$ cat src/rtl/pipe_front_regs.sv
// pipe_front_regs: fetch PC, IF/ID and ID/EX pipeline registers for a
// five-stage pipeline. Hazard controls are taken as given and applied
// with a fixed priority. Two saturating counters track stall and flush
// events.
module pipe_front_regs #(
  parameter logic [31:0] RESET_PC = 32'h00000000,
  parameter int          CNT_W    = 16
) (
  input  logic             clk,
  input  logic             reset,
  input  logic             i_StallF,
  input  logic             i_StallD,
  input  logic             i_FlushE,
  input  logic             i_PCSrcD,
  input  logic [31:0]      i_PCBranchD,
  input  logic [31:0]      i_InstrF,
  input  logic [7:0]       i_CtrlD,
  input  logic [31:0]      i_RD1D,
  input  logic [31:0]      i_RD2D,
  input  logic [31:0]      i_SignImmD,
  input  logic [4:0]       i_RsD,
  input  logic [4:0]       i_RtD,
  input  logic [4:0]       i_RdD,
  output logic [31:0]      o_PCF,
  output logic [31:0]      o_InstrD,
  output logic [31:0]      o_PCPlus4D,
  output logic             o_ValidD,
  output logic [7:0]       o_CtrlE,
  output logic [31:0]      o_RD1E,
  output logic [31:0]      o_RD2E,
  output logic [31:0]      o_SignImmE,
  output logic [4:0]       o_RsE,
  output logic [4:0]       o_RtE,
  output logic [4:0]       o_RdE,
  output logic             o_ValidE,
  output logic [CNT_W-1:0] o_StallCount,
  output logic [CNT_W-1:0] o_FlushCount
);

  logic [31:0]      r_pcF;
  logic [31:0]      r_instrD;
  logic [31:0]      r_pcPlus4D;
  logic             r_validD;
  logic [7:0]       r_ctrlE;
  logic [31:0]      r_rd1E;
  logic [31:0]      r_rd2E;
  logic [31:0]      r_signImmE;
  logic [4:0]       r_rsE;
  logic [4:0]       r_rtE;
  logic [4:0]       r_rdE;
  logic             r_validE;
  logic [CNT_W-1:0] r_stallCount;
  logic [CNT_W-1:0] r_flushCount;

  logic [31:0]      w_pcPlus4;
  logic             w_stallEvent;
  logic             w_flushEvent;

  // Sequential PC increment wraps naturally in 32 bits; a branch while
  // Decode is stalled is not a real flush because the branch outcome is
  // not yet trustworthy.
  assign w_pcPlus4    = r_pcF + 32'd4;
  assign w_stallEvent = i_StallF | i_StallD;
  assign w_flushEvent = i_FlushE | (i_PCSrcD & ~i_StallD);

  // Fetch PC: stall holds, then a taken branch redirects, else advance.
  always_ff @(posedge clk) begin
    if (reset) begin
      r_pcF <= RESET_PC;
    end else if (i_StallF) begin
      r_pcF <= r_pcF;
    end else if (i_PCSrcD) begin
      r_pcF <= i_PCBranchD;
    end else begin
      r_pcF <= w_pcPlus4;
    end
  end

  // IF/ID: stall holds everything, a taken branch squashes to a NOP.
  always_ff @(posedge clk) begin
    if (reset) begin
      r_instrD   <= '0;
      r_pcPlus4D <= '0;
      r_validD   <= 1'b0;
    end else if (i_StallD) begin
      r_instrD   <= r_instrD;
      r_pcPlus4D <= r_pcPlus4D;
      r_validD   <= r_validD;
    end else if (i_PCSrcD) begin
      r_instrD   <= '0;
      r_pcPlus4D <= '0;
      r_validD   <= 1'b0;
    end else begin
      r_instrD   <= i_InstrF;
      r_pcPlus4D <= w_pcPlus4;
      r_validD   <= 1'b1;
    end
  end

  // ID/EX: never holds; FlushE is the only way to inject a bubble.
  always_ff @(posedge clk) begin
    if (reset || i_FlushE) begin
      r_ctrlE    <= '0;
      r_rd1E     <= '0;
      r_rd2E     <= '0;
      r_signImmE <= '0;
      r_rsE      <= '0;
      r_rtE      <= '0;
      r_rdE      <= '0;
      r_validE   <= 1'b0;
    end else begin
      r_ctrlE    <= i_CtrlD;
      r_rd1E     <= i_RD1D;
      r_rd2E     <= i_RD2D;
      r_signImmE <= i_SignImmD;
      r_rsE      <= i_RsD;
      r_rtE      <= i_RtD;
      r_rdE      <= i_RdD;
      r_validE   <= r_validD;
    end
  end

  // Event counters count at most once per cycle and stick at all-ones.
  always_ff @(posedge clk) begin
    if (reset) begin
      r_stallCount <= '0;
      r_flushCount <= '0;
    end else begin
      if (w_stallEvent && (r_stallCount != '1)) begin
        r_stallCount <= r_stallCount + 1'b1;
      end
      if (w_flushEvent && (r_flushCount != '1)) begin
        r_flushCount <= r_flushCount + 1'b1;
      end
    end
  end

  assign o_PCF        = r_pcF;
  assign o_InstrD     = r_instrD;
  assign o_PCPlus4D   = r_pcPlus4D;
  assign o_ValidD     = r_validD;
  assign o_CtrlE      = r_ctrlE;
  assign o_RD1E       = r_rd1E;
  assign o_RD2E       = r_rd2E;
  assign o_SignImmE   = r_signImmE;
  assign o_RsE        = r_rsE;
  assign o_RtE        = r_rtE;
  assign o_RdE        = r_rdE;
  assign o_ValidE     = r_validE;
  assign o_StallCount = r_stallCount;
  assign o_FlushCount = r_flushCount;

endmodule
$ cat config.mk
export PLATFORM = sky130hd
export DESIGN_NAME = pipe_front_regs
export DESIGN_NICKNAME = d
export VERILOG_FILES = /design/src/rtl/pipe_front_regs.sv
export SDC_FILE = /design/constraint.sdc
export NUM_CORES = 1
export LEC_CHECK = 0
export BUFFER_PORTS_ARGS = -buffer_cell sky130_fd_sc_hd__clkbuf_2
export CAP_MARGIN = 20
export CORE_MARGIN = 5
export CORE_UTILIZATION = 35
export DETAILED_ROUTE_END_ITERATION = 7
export PLACE_DENSITY_LB_ADDON = 0.05
export SYNTH_ARGS = -nofsm -noshare
export SYNTH_HDL_FRONTEND = slang
export SYNTH_SLANG_ARGS = --single-unit
$ cat constraint.sdc
create_clock -name clk -period 4.2 [get_ports clk]
set_clock_uncertainty 0.1 [all_clocks]
set_input_delay 0.21 -clock clk [delete_from_list [all_inputs] [get_ports clk]]
set_output_delay 0.21 -clock clk [all_outputs]
set_load 0.1 [all_outputs]
==> results of run 1 <==
## worst min-delay path: cells and delay by family
kind,cells,cell delay (ns)
simple gates,1,0.16
compound gates,2,0.17
buf+inv,1,0.10
## per-layer routing
layer  wire [um]  GRT usage
met5           0          0
met4         995     0.0652
met3        2390     0.0587
met2       17800      0.402
met1       13100      0.247
## logic make-up after synthesis
| kind of cell | after synthesis | share of synthesized area |
|---|---|---|
| buf+inv | 74 | 0.0330 |
| compound gates | 166 | 0.123 |
| mux | 15 | 0.0165 |
| xor+xnor | 55 | 0.0518 |
| flops | 249 | 0.536 |
| fa+ha+maj | 3 | 0.00404 |
| simple gates | 391 | 0.236 |
## sequential cells by signal, summed over array words and instances, names as in the netlist
name / cells
o_SignImmE: 32
o_RsE: 5
o_RtE: 5
o_CtrlE: 8
o_ValidD: 1
o_RdE: 5
o_FlushCount: 16
o_RD1E: 32
o_InstrD: 32
o_PCF: 32
o_ValidE: 1
o_StallCount: 16
o_RD2E: 32
o_PCPlus4D: 32
## repair_timing
action                    4_1_cts  5_1_grt
buffers inserted                0        0
hold buffers                  183        0
hold endpoints to repair      183        0
## how the worst min path moves through the flow
stage	start	end
global route	i_PCBranchD[28]	o_PCF[28]
finish	i_PCBranchD[28]	o_PCF[28]
global placement	i_RdD[4]	o_RdE[4]
CTS	i_PCBranchD[28]	o_PCF[28]
floorplan	i_CtrlD[0]	o_CtrlE[0]
detailed placement	i_RD2D[21]	o_RD2E[21]
## area by class of cell
class	count	area share
Inverter	9	0.00232
Tap cell	335	0.0287
Sequential cell	249	0.342
Clock inverter	10	0.0130
Multi-Input combinational cell	630	0.276
Timing Repair Buffer	627	0.279
Clock buffer	42	0.0593
## Yosys cell counts, drive strengths merged, types with 11 or more instances
master  count  area, sq um
a21oi      30          150
a22o       22          194
a22oi      51          383
and2      122          764
buf        11         60.1
clkbuf     54          213
dfxtp     249         4980
mux2i      12          120
nand2      41          154
nand3      16         92.6
nor2      121          454
nor3       18         90.1
nor4       14          166
o21ai      23          115
xnor2      36          315
xor2       19          166
## power groups by stage
stage / combinational, mW / sequential (mW) / clock [mW]
2_1_floorplan: 0.191 / 3.16 / 0
3_3_place_gp: 1.04 / 2.56 / 0
3_5_place_dp: 1.04 / 2.56 / 0
4_1_cts: 1.18 / 2.51 / 2.82
5_1_grt: 1.23 / 2.52 / 2.93
6_report: 1.18 / 2.51 / 2.75
## metrics by stage
step           setup slack, ns  cell area [sq um]   util  instances
2_1_floorplan             1.23               9300      -        953
3_3_place_gp              1.44              11700  0.448       1667
3_5_place_dp              1.41              11700  0.448       1667
4_1_cts                   1.40              14600  0.558       1902
5_1_grt                   1.25              14600  0.558       1902
6_report                  1.42              14600  0.558       1902
==> out/metrics.csv, run 1 <==
stage;metric;value;unit
power;p_switching;1.94;mW
setup_path;cp_cell_sequence;ha_1 > and4_2 > nor4b_4 > nand2_1 > or4_1 > a31oi_1;
setup_path;crit_end;o_PCF[24];
run_status;status;finished clean;
power;switching_share;0.302;
global_route;grt_pass1_vias;9292;
synthesis;ys_seq_area_frac;0.536;
drt;viasPerCell;4.77;
drt;dr.pass1.iters;5;
global_route;grt_overflow;0;
finish;layout_commonest_cell;clkbuf_2;
place;dp.final_hpwl;23.6;mm
setup_path;worstSetupEndpointType;flop;
clocking;root_buffer;clkbuf_16;
place;gp_congestion;0.786;
setup_path;r2r_end;o_PCF[24];
clocking;htree_levels;1;
place;io_buffers;437;
synthesis;synth_area;9300;sq um
synthesis;synthCells;953;
drt;post-route-drc-count;0;
timing;rsz0062_at_grt;false;
floorplanning;fp.coreArea;26100;sq um
global_route;grt_pass1_wl;53.3;mm
clocking;clk_latency;0.55;ns
clocking;path_clk_slew;0.06;ns
drt;drt_first_iter_violations;417;
clocking;cts.sinks;249;
setup_path;max_stage_delay;0.68;ns
synthesis;synth-edff-count;0;
finish;seq_area;4980;sq um
timing;fin_tns_setup;0;ns
floorplanning;io_pins;438;
finish;nFillCells;2430;
finish;layout_common_cells;clkbuf_2 (436), dfxtp_1 (249), dlygate4sd3_1 (183);
power;p_int;4.49;mW
synthesis;synthArstFlopShare;0;
finish;final_nets;1738;
power;peakVddDrop;0.339;mV
timing;min_period_over_period;0.661;
setup_path;rr_worst_depth;6;
drt;wire_per_inst;18.0;um
run;maxCapViolations;0;
synthesis;yosys_most_used_dff;dfxtp_1;
setup_path;path_delay_family;simple AND/OR/NAND/NOR gates;
timing;fmax;360;MHz
clocking;cts_tree;done;
clocking;numCtsBuffers;29;
setup_path;crit_slowest_cell;nor4b_4;
finish;area_growth;56.8;%
floorplanning;floorplan.rows;59;
setup_path;cp_max_fo;14;
setup_path;r2r_slack;1.42;ns
synthesis;yosys_warnings;0;
floorplanning;die_h;173;um
power;totalPowerFinal;6.44;mW
global_route;grt.total_usage;0.218;
drt;vias;9074;
setup_path;crit_buf_inv;0;
drt;final_antenna_net_count;0;
power;p_comb_frac;0.183;
drt;wirelength;34.2;mm
finish;drive_gt1_frac;0.332;
setup_path;cp-start-kind;flop;
setup_path;crit_path_start;o_PCF[2];
finish;diodes;0;
timing;worst_pin_slew;0.980;ns
synthesis;synth.avg_cell_area;9.76;sq um
synthesis;syn_nets;1145;
setup_path;critical_path_arrival;3.14;ns
finish;multiInputGateArea;4020;sq um
min_path;min_path_cells;4;
setup_path;r2r-start;o_PCF[2];
timing;max_slew_margin;0.345;
setup_path;cp_num_cells;6;
setup_path;critPathKind;reg -> reg;
power;pwr-share-seq;0.390;
clocking;cts_resized;0;
power;power_leakage;6.69;nW
min_path;hold_class;in -> reg;
floorplanning;die_width;173;um
synthesis;synthDistinctLibCells;60;
synthesis;ys_ff_latch;249;
timing;worst_hold_slack;0.0399;ns
timing;final_max_slew_viol_count;0;
floorplanning;start_util;0.356;
timing;setup_viol;0;
setup_path;cp_data_required_time;4.57;ns
global_route;grt_start_max_net_pins;121;
power;p_clk_frac;0.427;
floorplanning;die_area;29900;sq um
timing;hold_viol;0;
power;power_density;441;nW/um^2
clocking;cts_buffer_depth;3;
timing;finalCriticalPeriod;2.78;ns
global_route;antenna_found_initial;0;
(Power assumes the default switching activity.)
==> inputs of run 2 (changes only) <==
==> constraint.sdc (replaced) <==
create_clock -name clk -period 2.32 [get_ports clk]
set_clock_uncertainty 0.1 [all_clocks]
set_input_delay 0.116 -clock clk [delete_from_list [all_inputs] [get_ports clk]]
set_output_delay 0.116 -clock clk [all_outputs]
set_load 0.1 [all_outputs]
==> run 2 against run 1 <==
Compared with the run above:
- maximum frequency up 27%
- cell area up 2.4%
- flip-flop and latch count unchanged
- total power up 78%
- non-clock buffer count up 33
- critical path depth up 2
- via count up 1.8%
- global-route usage about the same
- routed wire length about the same
- setup slack worse by 1.3 ns
- register-to-register slack worse by 1.3 ns
- critical endpoint is now o_PCF[12]
- cell count up 1.9%
==> out/metrics.csv, run 2 (synthesis results as in run 1) <==
stage;metric;value;unit;change
run_status;status;finished clean;;
finish;layout_commonest_cell;clkbuf_2;;
setup_path;cp_max_fo;8;;-6
place;place_area;11900;sq um;+1.9%
finish;nFillCells;2328;;-4.2%
clocking;numCtsBuffers;29;;unchanged
timing;max_slew_margin;0.578;;+0.233
clocking;root_buffer;clkbuf_16;;
setup_path;worstSetupEndpointType;flop;;
finish;post-route-cell-area;14900;sq um;+2.4%
timing;worst_pin_slew;0.633;ns;-0.347 ns
setup_path;crit_path_start;o_PCF[2];;
drt;routed-wl-met3;2.27;mm;-5.2%
place;dp.cells;1683;;+0.96%
drt;viasPerCell;4.77;;-0.11%
timing;rsz0062_at_grt;false;;
clocking;cts_buffer_depth;3;;unchanged
floorplanning;floorplan.rows;59;;unchanged
floorplanning;die_width;173;um;unchanged
setup_path;critical_path_arrival;2.58;ns;-0.56 ns
place;dp.final_hpwl;24.0;mm;+1.9%
global_route;grt.total_usage;0.218;;-0.000219
clocking;clk_latency;0.55;ns;about the same
floorplanning;die_h;173;um;unchanged
power;power_leakage;6.85;nW;+2.5%
drt;wl_met2;18.0;mm;+1.2%
setup_path;cp-start-kind;flop;;
setup_path;cp_data_required_time;2.71;ns;-1.86 ns
floorplanning;die_area;29900;sq um;unchanged
clocking;path_clk_slew;0.06;ns;about the same
clocking;htree_levels;1;;unchanged
drt;dr.pass1.iters;5;;unchanged
global_route;grt_pass1_vias;9401;;+1.2%
timing;worst_hold_slack;0.0328;ns;-0.00713 ns
floorplanning;fp.coreArea;26100;sq um;unchanged
power;power_density;767;nW/um^2;+74%
setup_path;r2r-start;o_PCF[2];;
finish;final_cells;1938;;+1.9%
finish;multiInputGateArea;4020;sq um;unchanged
setup_path;max_stage_delay;0.57;ns;-0.11 ns
setup_path;rr_worst_depth;8;;+2
clocking;cts.sinks;249;;unchanged
floorplanning;io_pins;438;;unchanged
place;gp_congestion;0.788;;+0.19%
timing;setup_viol;0;;unchanged
drt;wire_per_inst;17.7;um;-1.9%
drt;vias;9236;;+1.8%
drt;final_antenna_net_count;0;;unchanged
finish;final_nets;1771;;+1.9%
clocking;post-cts-setup-buffers;0;;unchanged
timing;hold_viol;0;;unchanged
finish;layout_common_cells;clkbuf_2 (436), dlygate4sd3_1 (200), dfxtp_1 (200);;
min_path;hold_class;in -> reg;;
finish;area_growth;60.6;%;
timing;finalCriticalPeriod;2.19;ns;-0.588 ns
min_path;min_from;i_StallF;;
power;peakVddDrop;0.683;mV;+100%
timing;final_max_slew_viol_count;0;;unchanged
global_route;grt_pass1_wl;53.3;mm;about the same
global_route;grt_start_max_net_pins;111;;-8.3%
finish;seq_area;5070;sq um;+1.8%
setup_path;critPathKind;reg -> reg;;
global_route;antenna_found_initial;1;;+1
min_path;min_path_cells;5;;+1
setup_path;cp_cell_sequence;ha_2 > and4_2 > buf_4 > nand3_1 > o31ai_1 > nand2_1 > a21oi_1 > dlygate4sd3_1;;
timing;min_period_over_period;0.944;;+0.283
setup_path;crit_slowest_cell;dlygate4sd3_1;;
finish;drive_gt1_frac;0.364;;+0.0314
drt;wl_met1;12.8;mm;-2.1%
drt;routed.top_layer;met4;;
clocking;cts_resized;0;;unchanged
timing;setup_ws;0.130;ns;-1.29 ns
drt;drt_first_iter_violations;387;;-7.2%
timing;fmax;457;MHz;+27%
global_route;grt_overflow;0;;unchanged
place;place_ws;0.197;ns;-1.22 ns
run;maxCapViolations;0;;unchanged
place;io_buffers;437;;unchanged
drt;wirelength;34.2;mm;about the same
floorplanning;start_util;0.356;;unchanged
drt;post-route-drc-count;0;;unchanged
clocking;cts_tree;done;;
-- run 2: what timing repair did --
action	4_1_cts	5_1_grt
hold buffers	200	0
endpoints found under the hold margin	197	0
setup endpoints to repair	0	0
-- run 2: layer usage --
| layer | track usage | vias to the layer above |
|---|---|---|
| li1 | - | 4526 |
| met1 | 0.244 | 4315 |
| met2 | 0.403 | 326 |
| met3 | 0.0581 | 69 |
| met4 | 0.0708 | 0 |
| met5 | 0 | - |
-- run 2: metrics by stage --
| step | utilization | power, mW | setup TNS (ns) |
|---|---|---|---|
| floorplan | - | 6.08 | -0.0792 |
| global placement | 0.456 | 6.52 | 0 |
| detailed placement | 0.456 | 6.53 | 0 |
| CTS | 0.571 | 11.6 | 0 |
| global route | 0.571 | 11.9 | 0 |
| finish | 0.571 | 11.5 | 0 |
-- run 2: final timing paths --
path | endpoint | slack (ns)
hold / removal | o_StallCount[0] | 0.03
hold reg to reg | o_PCPlus4D[19] | 0.38
setup / recovery | o_PCF[12] | 0.13
setup reg to reg | o_PCF[12] | 0.13
-- run 2: worst max-delay path, delay by kind of cell, from the launching register on --
| kind | cells | cell delay, ns |
|---|---|---|
| AOI/OAI and AO/OA | 2 | 0.33 |
| adders and majority gates | 1 | 0.18 |
| buffers and inverters | 2 | 0.71 |
| DFF | 1 | 0.38 |
| and+or+nand+nor | 3 | 0.44 |
-- run 2: cell type report --
| type | count | share of cell area |
|---|---|---|
| flip-flops and latches | 249 | 0.340 |
| well taps | 335 | 0.0281 |
| clock inverters | 12 | 0.0112 |
| multi-input cells | 630 | 0.269 |
| diodes | 1 | 0.000168 |
| repair buffers | 660 | 0.293 |
| inverters | 9 | 0.00226 |
| clock buffers | 42 | 0.0561 |
-- run 2: report_power, final --
group / leakage, nW / internal, mW / total [mW] / switching [mW]
Clock: 0.478 / 2.87 / 4.74 / 1.88
Sequential: 2.06 / 4.43 / 4.54 / 0.111
Combinational: 4.31 / 0.595 / 2.16 / 1.57
